`src/rtl/gb_bus_pkg.sv`:
```
// Shared definitions for the Game Boy bus write-capture front end and the
// cartridge mapper behind it.
//   - cap_state_e : capture FSM encoding
//   - EV_W        : packed event width {cs, addr[3:0], data[7:0]}
//   - NIB_*       : mapper register address nibbles (GB_A[15:12])
//   - pack_event  : builds a packed event word
package gb_bus_pkg;

  typedef enum logic [1:0] {
    IDLE  = 2'd0,
    LOW   = 2'd1,
    ARMED = 2'd2
  } cap_state_e;

  localparam int EV_W = 13;

  localparam logic [3:0] NIB_RAM_EN_0   = 4'h0;
  localparam logic [3:0] NIB_RAM_EN_1   = 4'h1;
  localparam logic [3:0] NIB_ROM_LO     = 4'h2;
  localparam logic [3:0] NIB_ROM_HI     = 4'h3;
  localparam logic [3:0] NIB_RAM_BANK_0 = 4'h4;
  localparam logic [3:0] NIB_RAM_BANK_1 = 4'h5;

  function automatic logic [EV_W-1:0] pack_event(input logic cs,
                                                  input logic [3:0] addr,
                                                  input logic [7:0] data);
    return {cs, addr, data};
  endfunction

endpackage

```
`src/rtl/gb_event_fifo.sv`:
```
// Show-ahead synchronous FIFO for captured bus events.
//   clk, rst_n : clock, async active-low reset (FIFO empties)
//   push/wdata : write request; ignored when full unless a pop happens too
//   pop        : consume head; ignored when empty
//   rdata      : head entry while non-empty, otherwise last popped value
//   empty/full : occupancy flags
module gb_event_fifo #(
  parameter int WIDTH = 13,
  parameter int DEPTH = 4
) (
  input  logic             clk,
  input  logic             rst_n,
  input  logic             push,
  input  logic [WIDTH-1:0] wdata,
  input  logic             pop,
  output logic [WIDTH-1:0] rdata,
  output logic             empty,
  output logic             full
);

  localparam int AW = $clog2(DEPTH);

  logic [WIDTH-1:0] mem [DEPTH];
  logic [AW-1:0]    wr_ptr;
  logic [AW-1:0]    rd_ptr;
  logic [AW:0]      count;
  logic [WIDTH-1:0] last_q;
  logic             pop_ok;
  logic             push_ok;

  assign empty   = (count == '0);
  assign full    = (count == (AW+1)'(DEPTH));
  assign pop_ok  = pop & ~empty;
  // A pop in the same cycle frees the slot the push lands in.
  assign push_ok = push & (~full | pop_ok);

  // Once drained, keep presenting the last popped entry rather than stale memory.
  assign rdata = empty ? last_q : mem[rd_ptr];

  always_ff @(posedge clk) begin
    if (push_ok) mem[wr_ptr] <= wdata;
  end

  always_ff @(posedge clk or negedge rst_n) begin
    if (!rst_n) begin
      wr_ptr <= '0;
      rd_ptr <= '0;
      count  <= '0;
      last_q <= '0;
    end else begin
      if (push_ok) wr_ptr <= wr_ptr + AW'(1);
      if (pop_ok) begin
        rd_ptr <= rd_ptr + AW'(1);
        last_q <= mem[rd_ptr];
      end
      count <= count + (AW+1)'(push_ok) - (AW+1)'(pop_ok);
    end
  end

endmodule

```
`src/rtl/gb_bus_write_capture.sv`:
```
// Oversamples the asynchronous Game Boy bus, filters WR glitches and turns
// each accepted CPU write into one event queued for the mapper.
//   CLK, GB_RST      : block clock, async active-low reset
//   GB_A/GB_D        : bus address nibble [15:12] and data (async)
//   GB_WR/GB_CS      : active-low write strobe and RAM chip select (async)
//   EV_VALID/READY   : event handshake, pop on VALID & READY
//   EV_ADDR/DATA/CS  : head event fields (EV_CS=1 means GB_CS was low)
//   OVERFLOW         : sticky, an event was dropped on a full FIFO
//   GLITCH           : one-cycle pulse when a short WR-low is discarded
//
// state | meaning
// IDLE  | waiting for a synchronized WR-low
// LOW   | WR low for fewer than FILTER_LEN samples, still a glitch candidate
// ARMED | write accepted, tracking last low sample until WR rises
module gb_bus_write_capture
  import gb_bus_pkg::*;
#(
  parameter int SYNC_STAGES = 2,
  parameter int FILTER_LEN  = 3,
  parameter int FIFO_DEPTH  = 4
) (
  input  logic       CLK,
  input  logic       GB_RST,
  input  logic [3:0] GB_A,
  input  logic [7:0] GB_D,
  input  logic       GB_WR,
  input  logic       GB_CS,
  output logic       EV_VALID,
  input  logic       EV_READY,
  output logic [3:0] EV_ADDR,
  output logic [7:0] EV_DATA,
  output logic       EV_CS,
  output logic       OVERFLOW,
  output logic       GLITCH
);

  localparam logic [3:0] FLEN = 4'(FILTER_LEN);

  logic [SYNC_STAGES-1:0] wr_sync;
  logic [SYNC_STAGES-1:0] cs_sync;
  logic [3:0]             a_sync [SYNC_STAGES];
  logic [7:0]             d_sync [SYNC_STAGES];
  logic                   wr_s;
  logic                   cs_s;
  logic [3:0]             a_s;
  logic [7:0]             d_s;

  // Strobes reset to their inactive (high) level so reset release looks idle.
  always_ff @(posedge CLK or negedge GB_RST) begin
    if (!GB_RST) begin
      wr_sync <= '1;
      cs_sync <= '1;
      for (int i = 0; i < SYNC_STAGES; i++) begin
        a_sync[i] <= '0;
        d_sync[i] <= '0;
      end
    end else begin
      wr_sync   <= {wr_sync[SYNC_STAGES-2:0], GB_WR};
      cs_sync   <= {cs_sync[SYNC_STAGES-2:0], GB_CS};
      a_sync[0] <= GB_A;
      d_sync[0] <= GB_D;
      for (int i = 1; i < SYNC_STAGES; i++) begin
        a_sync[i] <= a_sync[i-1];
        d_sync[i] <= d_sync[i-1];
      end
    end
  end

  assign wr_s = wr_sync[SYNC_STAGES-1];
  assign cs_s = cs_sync[SYNC_STAGES-1];
  assign a_s  = a_sync[SYNC_STAGES-1];
  assign d_s  = d_sync[SYNC_STAGES-1];

  cap_state_e      state_q, state_d;
  logic [3:0]      cnt_q, cnt_d;
  logic [EV_W-1:0] hold_q, hold_d;
  logic [EV_W-1:0] capture;
  logic            glitch_q, glitch_d;
  logic            ovf_q;
  logic            push;
  logic            fifo_empty;
  logic            fifo_full;
  logic [EV_W-1:0] head;

  assign capture = pack_event(~cs_s, a_s, d_s);

  always_ff @(posedge CLK or negedge GB_RST) begin
    if (!GB_RST) begin
      state_q  <= IDLE;
      cnt_q    <= '0;
      hold_q   <= '0;
      glitch_q <= 1'b0;
      ovf_q    <= 1'b0;
    end else begin
      state_q  <= state_d;
      cnt_q    <= cnt_d;
      hold_q   <= hold_d;
      glitch_q <= glitch_d;
      // Drop happens when the FIFO is full and the head is not leaving this cycle.
      if (push && fifo_full && !(EV_READY && !fifo_empty)) ovf_q <= 1'b1;
    end
  end

  always_comb begin
    state_d  = state_q;
    cnt_d    = cnt_q;
    hold_d   = hold_q;
    glitch_d = 1'b0;
    push     = 1'b0;
    case (state_q)
      IDLE: begin
        if (!wr_s) begin
          cnt_d   = 4'd1;
          hold_d  = capture;
          state_d = (FLEN == 4'd1) ? ARMED : LOW;
        end
      end
      LOW: begin
        if (!wr_s) begin
          hold_d = capture;
          if (cnt_q < FLEN) cnt_d = cnt_q + 4'd1;
          if (cnt_q + 4'd1 >= FLEN) state_d = ARMED;
        end else begin
          glitch_d = 1'b1;
          state_d  = IDLE;
        end
      end
      ARMED: begin
        // Keep recapturing so the committed value is the last low sample.
        if (!wr_s) begin
          hold_d = capture;
        end else begin
          push    = 1'b1;
          state_d = IDLE;
        end
      end
      default: state_d = IDLE;
    endcase
  end

  gb_event_fifo #(
    .WIDTH(EV_W),
    .DEPTH(FIFO_DEPTH)
  ) u_fifo (
    .clk  (CLK),
    .rst_n(GB_RST),
    .push (push),
    .wdata(hold_q),
    .pop  (EV_READY),
    .rdata(head),
    .empty(fifo_empty),
    .full (fifo_full)
  );

  assign EV_VALID = ~fifo_empty;
  assign EV_CS    = head[12];
  assign EV_ADDR  = head[11:8];
  assign EV_DATA  = head[7:0];
  assign OVERFLOW = ovf_q;
  assign GLITCH   = glitch_q;

endmodule

```
`config.mk`:
```
export PLATFORM = sky130hd
export DESIGN_NAME = gb_bus_write_capture
export DESIGN_NICKNAME = d
export VERILOG_FILES = /design/src/rtl/gb_bus_pkg.sv /design/src/rtl/gb_event_fifo.sv /design/src/rtl/gb_bus_write_capture.sv
export SDC_FILE = /design/constraint.sdc
export NUM_CORES = 1
export LEC_CHECK = 0
export CORE_MARGIN = 2
export CORE_UTILIZATION = 62
export CTS_CLUSTER_SIZE = 40
export DETAILED_ROUTE_END_ITERATION = 10
export GPL_ROUTABILITY_DRIVEN = 0
export PLACE_DENSITY = 0.82
export SLEW_MARGIN = 20
export SYNTH_ARGS = -nofsm -noshare
export SYNTH_HDL_FRONTEND = slang
export SYNTH_SLANG_ARGS = --single-unit
```
`constraint.sdc`:
```
create_clock -name CLK -period 4.7 [get_ports CLK]
set_input_delay 0.47 -clock CLK [delete_from_list [all_inputs] [get_ports CLK]]
set_output_delay 0.47 -clock CLK [all_outputs]
set_load 0.02 [all_outputs]
```
After elaboration in Yosys (flattened, before gate mapping)
Memory sizes are Yosys's and may differ from the RTL's.
Cells that the tools add are included.
{ "op_classes": {"n_addsub": 5, "n_lt_le_gt_ge": 2, "n_eq_ne": 8, "muxes": 15, "n_bitwise": 7, "n_reduce_logical": 12} }
{ "ops": {"columns": ["cell", "n"], "rows": [
  ["$mux W13", 1],
  ["$mux W4", 3],
  ["$mux W2", 4],
  ["$ne A2 B2 Y1 const B", 4],
  ["$pmux W4 S2", 1],
  ["$pmux W2 S3", 1],
  ["$mux W1", 5],
  ["$add A2 B1 Y2 const B", 2],
  ["$add A4 B1 Y4 const B", 1],
  ["$ge A4 B2 Y1 const B", 1],
  ["$lt A4 B2 Y1 const B", 1],
  ["$not A1 Y1", 4],
  ["$reduce_and A4 Y1", 1],
  ["$add A3 B1 Y3", 1],
  ["$eq A3 B3 Y1 const B", 1],
  ["$logic_and A1 B1 Y1", 3],
  ["$logic_not A3 Y1", 1],
  ["$ne A3 B3 Y1 const B", 1],
  ["$reduce_and A3 Y1", 1],
  ["$reduce_or A3 Y1", 1],
  ["$sub A3 B1 Y3", 1],
  ["$and A1 B1 Y1", 2],
  ["$eq A2 B1 Y1 const B", 1],
  ["$eq A2 B2 Y1 const B", 1],
  ["other kinds (5)", 6]
]} }
{ "totals": {"register_bits": 69, "mem_bits_rw": 52, "input_bits": 17, "output_inout_bits": 16, "wordCells": 65, "n_memories": 1} }
{ "memory_table": {"columns": ["name", "depth", "width", "read_ports", "rd_ports_with_merged_regs", "write_ports", "line", "rtl"], "rows": [
  ["u_fifo.mem", 4, 13, 1, 0, 1, "gb_event_fifo.sv:23", "logic [WIDTH-1:0] mem [DEPTH];"]
]} }

Depth between registers and ports, before layout
Gate-level depths: netlist of run 1.
{ "logic_depth": {"word_depth": 7, "depth_mapped": 9, "mapped_depth_nobuf": 7} }

Cells and area by module
A second synthesis of run 1 with hierarchy kept.
{ "unflattened": {"cells_unflattened": 244, "area_unflattened_um2": 4605.7} }
{ "modules_own_cells": {"columns": ["module", "instances", "cells_per_inst", "area_per_inst_um2", "seq_area_each_um2"], "rows": [
  ["gb_event_fifo", 1, 145, 2976.6, 2062.0],
  ["gb_bus_write_capture", 1, 99, 1629.1, 1231.2]
]} }

Least setup slack after synthesis of run 1
OpenSTA, ideal clock, no wires.
{ "synth_timing": {"path_type": "register -> register", "startpoint": "reg u_fifo.count[1]", "endpoint": "reg u_fifo.count[2]", "setup_ns": 0.123, "arrival_ns": 2.135, "required_ns": 4.577, "slack_ns": 2.442, "stages_incl_launch_ff": 10, "path_buffers": 2, "synth_period_minus_slack_ns": 2.258, "cell_sequence": "dfrtp_1 -> o31a_1 -> buf_2 -> buf_2 -> ha_1 -> inv_1 -> ha_1 -> fa_1 -> xor2_1 -> xnor2_1"} }
{ "synth_via": {"elab_chain_len": 7, "word_cells_on_any_way": 9, "cone_classes": "add/sub: 2; eq/ne: 1; bitwise: 5; reduce/logical: 1"} }
{ "synth_lines": {"columns": ["item", "line", "rtl"], "rows": [
  ["start, declared", "gb_event_fifo.sv:26", "logic [AW:0] count;"],
  ["start signal, assigned", "gb_event_fifo.sv:56", "count <= count + (AW+1)'(push_ok) - (AW+1)'(pop_ok);"],
  ["$logic_not A3 Y1 (*)", "gb_event_fifo.sv:31", "assign empty = (count == '0);"],
  ["$not A1 Y1 (*)", "gb_event_fifo.sv:33", "assign pop_ok = pop & ~empty;"],
  ["$and A1 B1 Y1 (*)", "gb_event_fifo.sv:33", null],
  ["named net u_fifo.pop_ok", "gb_event_fifo.sv:28", "logic pop_ok;"],
  ["$or A1 B1 Y1", "gb_event_fifo.sv:35", "assign push_ok = push & (~full | pop_ok);"],
  ["$and A1 B1 Y1", "gb_event_fifo.sv:35", null],
  ["$add A3 B1 Y3", "gb_event_fifo.sv:56", null],
  ["$sub A3 B1 Y3 (*)", "gb_event_fifo.sv:56", null]
]} }
Mark *: on every way through the listed nets, which the timed path passes. The rest lies on a longest branch.
A chain may end at the register's enable or synchronous reset.

Worst setup path in the final report of run 1
{ "layout_timing": {"startpoint": "reg u_fifo.rd_ptr[0]", "endpoint": "out EV_DATA[4]"} }
{ "layout_via": {"elab_chain_len": 2} }
{ "layout_lines": {"columns": ["item", "line", "rtl"], "rows": [
  ["start, declared", "gb_event_fifo.sv:25", "logic [AW-1:0] rd_ptr;"],
  ["start signal, assigned", "gb_event_fifo.sv:53", "rd_ptr <= rd_ptr + AW'(1);"],
  ["$mem_v2 Z4 W13", null, null],
  ["$mux W13", "gb_event_fifo.sv:38", "assign rdata = empty ? last_q : mem[rd_ptr];"],
  ["end, declared", "gb_bus_write_capture.sv:31", "output logic [7:0] EV_DATA,"]
]} }
No other way between the ends.

==> results of run 1 <==
## power breakdown
group          internal (mW)  leakage, nW  total, mW  switching (mW)
clock                  0.878        0.308       1.32           0.444
combinational          0.484        0.631      0.850           0.366
sequential              1.27         1.28       1.45           0.173
## stage by stage
| step | power [mW] | hold slack [ns] | setup WS, ns | std cells | util (%) |
|---|---|---|---|---|---|
| finish | 3.62 | 0.145 | 1.32 | 396 | 77.4 |
| global route | 3.79 | 0.223 | 1.18 | 396 | 77.4 |
| CTS | 3.65 | 0.177 | 1.25 | 396 | 77.4 |
| detailed placement | 2.30 | 0.335 | 1.79 | 364 | 68.7 |
| global placement | 2.26 | 0.332 | 1.85 | 364 | 68.7 |
| floorplan | 2.03 | 0.174 | 2.44 | 241 | - |
## layout by cell type (no fill, tap or decap), types with 4 or more instances in the layout
master and count:
sky130_fd_sc_hd__mux4_1 5, sky130_fd_sc_hd__nor3_1 4, sky130_fd_sc_hd__edfxtp_1 52, sky130_fd_sc_hd__ha_1 8, sky130_fd_sc_hd__clkdlybuf4s50_1 31, sky130_fd_sc_hd__clkbuf_16 19, sky130_fd_sc_hd__inv_1 10, sky130_fd_sc_hd__dfrtp_1 65
sky130_fd_sc_hd__dfstp_2 4, sky130_fd_sc_hd__mux4_2 8, sky130_fd_sc_hd__mux2_2 38, sky130_fd_sc_hd__and2_1 4
## flip-flops by register name, indices dropped and copies added (netlist names)
| register | flops |
|---|---|
| GLITCH | 1 |
| OVERFLOW | 1 |
| a_s | 4 |
| a_sync | 4 |
| cnt_q | 4 |
| cs_sync | 2 |
| d_s | 8 |
| d_sync | 8 |
| hold_q | 13 |
| state_q | 2 |
| u_fifo.count | 3 |
| u_fifo.last_q | 13 |
| u_fifo.mem | 52 |
| u_fifo.rd_ptr | 2 |
| u_fifo.wr_ptr | 2 |
| wr_sync | 2 |
## final cells by class
type | instances | area (µm²) | area share (%)
inverters | 10 | 37.5 | 0.672
repair buffers | 34 | 330 | 5.92
clock inverters | 8 | 100 | 1.79
clock buffers | 24 | 524 | 9.39
well taps | 99 | 124 | 2.22
multi-input cells | 100 | 1170 | 21.0
flip-flops and latches | 121 | 3290 | 59.0
## cell families after synthesis
kind of cell             count (synthesis)  synth area share, %
buffers and inverters                   20                 2.51
multiplexers                            55                 17.1
flip-flops                             121                 71.9
AND/OR/NAND/NOR                         19                 3.03
adder cells (fa/ha/maj)                  9                 2.62
XOR/XNOR                                 5                0.956
AO/OA/AOI/OAI                           12                 1.88
## final timing paths
kind                                         startpoint                      endpoint  slack, ns  cells past startpoint
max                        u_fifo.rd_ptr[0]$_DFFE_PN0P_                    EV_DATA[4]       1.32                      3
min                                              GB_RST  u_fifo.last_q[1]$_DFFE_PN0P_       0.14                      2
max reg2reg                   u_fifo.count[1]$_DFF_PN0_     u_fifo.count[2]$_DFF_PN0_       2.26                      7
min reg2reg                         d_sync[9]$_DFF_PN0_              d_s[1]$_DFF_PN0_       0.35                      0
max in group asynchronous                        GB_RST         hold_q[8]$_DFFE_PN0P_       3.99                      2
min in group CLK                    d_sync[9]$_DFF_PN0_              d_s[1]$_DFF_PN0_       0.35                      0
## per-layer routing
metal  global-route usage, %  vias to the layer above  part of all wire (%)
li1                        -                      985                     -
met3                    6.96                       11                   5.2
met2                    33.6                       64                    52
met5                       0                        -                     0
met4                    8.21                        0                   1.4
met1                    27.1                     1113                    42
## worst max-delay path: cells and delay by family, from the launching register on
| family | cells | cell delay, ns |
|---|---|---|
| multiplexers | 2 | 0.99 |
| flip-flops | 1 | 0.89 |
| buffers and inverters | 1 | 0.53 |
==> impl_summary.md, run 1 <==
Yosys
Yosys attributes the largest share of cell area to sky130_fd_sc_hd__dfrtp_1, sky130_fd_sc_hd__edfxtp_1, sky130_fd_sc_hd__mux2_2, sky130_fd_sc_hd__mux4_2, sky130_fd_sc_hd__mux4_1. The flop and latch count out of synthesis is 121. Summing every instance area after synthesis gives 4580 µm².

Among all cell types in the netlist, the one instantiated most often is sky130_fd_sc_hd__dfrtp_1. The post-synthesis cell type count is 35. The number of enable-type register cells in the synthesized netlist is 52. The net count after synthesis is 267.

Synthesis produced 241 cells. For this run, the leading register cell type out of synthesis is sky130_fd_sc_hd__dfrtp_1. Each instance of the synthesized netlist takes up on average around 19 µm². The most area-hungry cell type in the Yosys netlist is sky130_fd_sc_hd__dfrtp_1. The share of synthesized registers carrying an async set or reset is 57.0%. Summing the sequential cell areas from Yosys gives 71.9% of the chip area. By count the netlist is led by sky130_fd_sc_hd__dfrtp_1, sky130_fd_sc_hd__edfxtp_1, sky130_fd_sc_hd__mux2_2. The area fraction of the dominant cell type after synthesis is between 30% and 40%. The number of synthesis warnings is 0.

Floorplan
In this run the vertical extent of the chip is between 80 and 90 µm. The width of the die is 90.0 µm. The I/O pin total is 33. For this configuration, the core starts out at a cell density of between 60% and 70%. The number of rows created at floorplan is 31. The die area is 8090 µm². The floorplan core area is 7210 µm².

Final layout
The filler cells instantiated in the layout total approximately 420. The antenna diode count is 0. The ratio of cells with drive above 1 in the final layout is 29.0%. Once layout is done, the placed cells without fillers occupy 5580 µm². The layout overhead on the synthesized area is 21.8%. For this run, the post-layout net count is between 300 and 400.

GRT
After global routing the overflow that remains totals 0. Global routing used 21.0% of the available tracks across all layers. Entering global routing, the biggest net connects 70 pins. The number of antenna violations at the first check in global routing is 0.

The via count of the first global-routing pass came to about 2300. The first global-routing pass estimated ~13000 µm of wire.

STA
The total of endpoints with negative setup slack in the final report is 0. Measured against its own limit, the worst slew margin works out to between 40% and 50%. Across the routed clock network, the largest skew measured is 0.00710 ns. The final-report hold violation count is 0. The final-report max-slew violation count came to 0. The setup TNS is 0 ns. In the finished design, the share of the clock period the worst path needs comes to 72.0%. Timing would allow up to 0.296 GHz. Setup repair after global routing left no endpoint under its margin. For the pin with the worst max-slew slack, the measured transition is 0.848 ns. After layout, the minimum clock period comes to approximately 3.4 ns.

Setup path
The kind of start point of the critical path is a register. Data on the critical path is required at its endpoint by 4.23 ns. The largest incremental delay on the critical path is 0.89 ns. The critical path is of the reg -> out type. The data arrival at the endpoint of the critical path is 2.91 ns. The critical path goes through mux4_1, mux2_2, clkdlybuf4s50_1. The worst-path cell with the longest stage delay is sky130_fd_sc_hd__dfrtp_1.

The maximum fanout along the worst path is 15. The critical path capture point type is a primary output.

Clock tree
TritonCTS built the clock tree. Clock-pin slew was measured on the worst setup and hold paths at 0.06 ns. The number of buffers inserted during clock tree synthesis is 17. CTS placed an instance of sky130_fd_sc_hd__clkbuf_8 at the clock tree root. For this design, the sink count on the clock tree is between 100 and 150. After clock tree synthesis, the repair step resized 0 gates. The clock passes through at most 2 buffers. The clock latency at the later pin of the worst-skew pair is 0.51 ns. Hold repair after CTS inserted 0 buffers.

The number of setup buffers added after CTS is 0. The H-tree level count is 4.

Routing
The count of nets left with antenna violations once routing finished came out at 0. The residual DRC count is 0. The routed layout has 2173 vias. The post-detailed-route wirelength per cell is between 15 and 20 µm. For this block, the routed nets add up to 7540 µm of wire. The per-cell via count in the routed design is 5.49. The pre-antenna-repair detailed-routing pass consisted of 4 iterations. The initial DRC count is 238.

Placement
The count of buffers inserted at the top-level ports is 32. In this run the cell area measured after placement is 4960 µm². The post-detailed-placement half-perimeter wirelength is 4200 µm.

Min path
The classification of the worst-slack hold path is in -> async.

Status
The flow ran to the end, and the final reports show no timing, DRC or antenna violations.

Power
IR analysis of the VDD net gives a maximum drop of approximately 0.35 mV. In this run the power density over the cells is 648 nW/µm². The static leakage is 2.22 nW.

Job
The tool flagged a number of max-cap violations equal to 0.
(Power assumes the default switching activity.)
==> run 2: changes to the inputs <==
- CORE_UTILIZATION: 62 -> 58
- PLACE_DENSITY: 0.82 -> 0.77
- clock period: 4.7 -> 3.3 ns (I/O delays scaled with it)
==> run 2 against run 1 <==
Compared with the run above:
- sequential power rose by 39%
- critical path depth did not move
- power is 41% higher
- final cell count is 1.8% higher
- first-iteration DRC count fell by 45%
- setup slack lost 0.87 ns
- clock skew about the same
- combinational power is 49% higher
- via count is 0.74% lower
- routed wire length down 5.8%
- register-to-register slack got worse by 1.2 ns
- sequential cell count is the same
==> impl_summary.md, run 2 (synthesized netlist as in run 1, its figures left out) <==
Status
The run finished with clean final reports.

Floorplan
The die area is 8630 µm² (+6.6%). The I/O pin total is 33 (unchanged). The width of the die is 92.9 µm (+3.2%). The floorplan core area is 7690 µm² (+6.6%).

The number of rows created at floorplan was 32 (+3.2%). The effective utilization at floorplan came to 59.6% (-3.9 points). The height of the die came to 92.9 µm (+3.2%).

Clock tree
The register clock-pin slew on the reported worst setup and hold paths is 0.06 ns (about the same). The buffer count from post-CTS setup fixing was 0 (unchanged). The worst-case clock buffer depth is 2 (unchanged). TritonCTS built the clock tree. The tree is rooted in a sky130_fd_sc_hd__clkbuf_8. The sink count of the clock tree was 121 (unchanged).

The number of buffers inserted during clock tree synthesis is 17 (unchanged). The clock latency at the later pin of the worst-skew pair is 0.49 ns (-0.02 ns). The H-tree level count was 4 (unchanged).

The cts-stage hold buffer count is 1 (+1). The number of resized instances in the post-cts repair step is 0 (unchanged).

GRT
The wire length of the first global-routing pass was 11800 µm (-5.8%). The largest net degree at the start of global routing is 46 (-34%). The via count of the first global-routing pass is 2247 (-4.1%). The final global-route overflow total came to 0 (unchanged).

The total global routing track utilization is 18.7% (-2.3 points). The number of antenna violations at the first check in global routing is 0 (unchanged).

Setup path
The maximum fanout along the worst path is 14 (-1). STA classifies the critical path startpoint as a register. The required arrival time at the worst endpoint is 2.97 ns (-1.26 ns). The data arrival at the endpoint of the critical path is 2.52 ns (-0.39 ns). The slack of the worst reg-to-reg path is 1.03 ns (-1.23 ns). The type of the setup path with the least slack is reg -> out. The critical path capture point type is a primary output.

Placement
The worst slack at placement was 0.889 ns (-0.900 ns). The placed instance count is 370 (+1.6%). The standard cell area after detailed placement is 4980 µm² (+0.53%). The count of buffers inserted at the top-level ports came to 32 (unchanged). The post-detailed-placement half-perimeter wirelength is 4170 µm (-0.78%).

STA
The final-report hold violation count is 0 (unchanged). For the finished layout, the period the worst path requires is 2.85 ns. The minimum hold slack is 0.243 ns (+0.0984 ns).

The worst clock skew is 0.00723 ns (+0.000125 ns). The final cycle utilization of the critical path is 86.4%. Setup repair after global routing left no endpoint under its margin.

The remaining max-slew budget at the tightest pin is 54.6% (+11 points). The pin slew with the least headroom to its limit was 0.681 ns (-0.167 ns). The total of endpoints with negative setup slack in the final report came to 0 (unchanged). The fmax is 0.351 GHz. The final-report max-slew violation count is 0 (unchanged). The minimum setup slack in the final design is 0.449 ns (-0.867 ns). The setup TNS was 0 ns (unchanged).

Power
The static leakage is 2.22 nW (+0.33%). The power per standard cell area is 912 nW/µm² (+41%). The overall power is 5.11 mW (+41%). The worst ir drop on vdd is 0.440 mV (+27%).

Final layout
The count of filler cells inserted in the layout is 467 (+12%). The post-layout instance count excluding filler cells is 403 (+1.8%). The most common cell after layout, fill and taps aside is sky130_fd_sc_hd__dfrtp_1. The flip-flop count of the largest register, all copies and words added is 52 (unchanged).

The register with the most flip-flops in the final layout is u_fifo.mem. The fraction of the core area covered by cells at the end of the flow is 72.9% (-4.5 points). The library cells used most frequently in the layout, excluding fill and tap cells, are sky130_fd_sc_hd__dfrtp_1, sky130_fd_sc_hd__edfxtp_1, sky130_fd_sc_hd__mux2_2. The final standard cell area without fillers is 5600 µm² (+0.36%).

The ratio of cells with drive above 1 in the final layout is 29.2% (+0.28 points). The number of nets at the end of the flow came to 314 (+1.3%). Relative to the synthesized area, the layout overhead comes to 22.3%. The largest registers in the layout are u_fifo.mem x52, hold_q x13, u_fifo.last_q x13. The antenna diode count is 0 (unchanged).

Routing
The total detailed-routing wirelength is 7100 µm (-5.8%). The number of nets with antenna violations after routing is 0 (unchanged). The residual DRC count was 0 (unchanged).

The detailed-routing iteration count for the pre-antenna-repair pass is 4 (unchanged). The per-cell via count in the routed design came to 5.35 (-2.5%). The post-detailed-route wirelength per cell was 17.6 µm (-7.5%). The initial DRC count was 130 (-45%). The via count was 2157 (-0.74%).

Job
The count of max-cap constraint violations is 0 (unchanged).

Min path
The path class of the tightest hold or removal check is in -> reg.
## run 2: report_power, final
part           leakage, nW  switching [mW]  total (mW)  internal (mW)
clock network        0.296           0.617        1.82           1.20
logic                0.649           0.563        1.27          0.710
registers             1.28           0.199        2.01           1.81
## run 2: area by class of cell
cell class | instances | area (µm²) | share of cell area [%]
Inverter | 10 | 37.5 | 0.670
Clock buffer | 23 | 499 | 8.91
Sequential cell | 121 | 3290 | 58.8
Multi-Input combinational cell | 100 | 1170 | 20.9
Clock inverter | 9 | 109 | 1.94
Timing Repair Buffer | 38 | 363 | 6.48
Tap cell | 102 | 128 | 2.28
## run 2: critical path, stage by stage (launching register included)
cell	delay, ns
sky130_fd_sc_hd__dfrtp_1	0.45
sky130_fd_sc_hd__or3_1	0.63
sky130_fd_sc_hd__mux2_2	0.33
sky130_fd_sc_hd__clkdlybuf4s50_1	0.61
## run 2: final timing paths
check / from / to / depth (start not counted)
setup / recovery: u_fifo.count[1]$_DFF_PN0_ / EV_ADDR[0] / 3
hold / removal: GB_CS / cs_sync[0]$_DFF_PN1_ / 1
setup reg to reg: u_fifo.count[1]$_DFF_PN0_ / u_fifo.count[2]$_DFF_PN0_ / 8
hold reg to reg: a_sync[4]$_DFF_PN0_ / a_s[0]$_DFF_PN0_ / 0
max in group asynchronous: GB_RST / cs_sync[0]$_DFF_PN1_ / 3
min in group asynchronous: GB_RST / cnt_q[0]$_DFFE_PN0P_ / 2
## run 2: metal layers
layer | GRT usage, % | share of wire [%]
met1 | 25.7 | 46
met3 | 4.88 | 3.4
met5 | 0 | 0
met2 | 28.3 | 50
met4 | 8.70 | 0.82
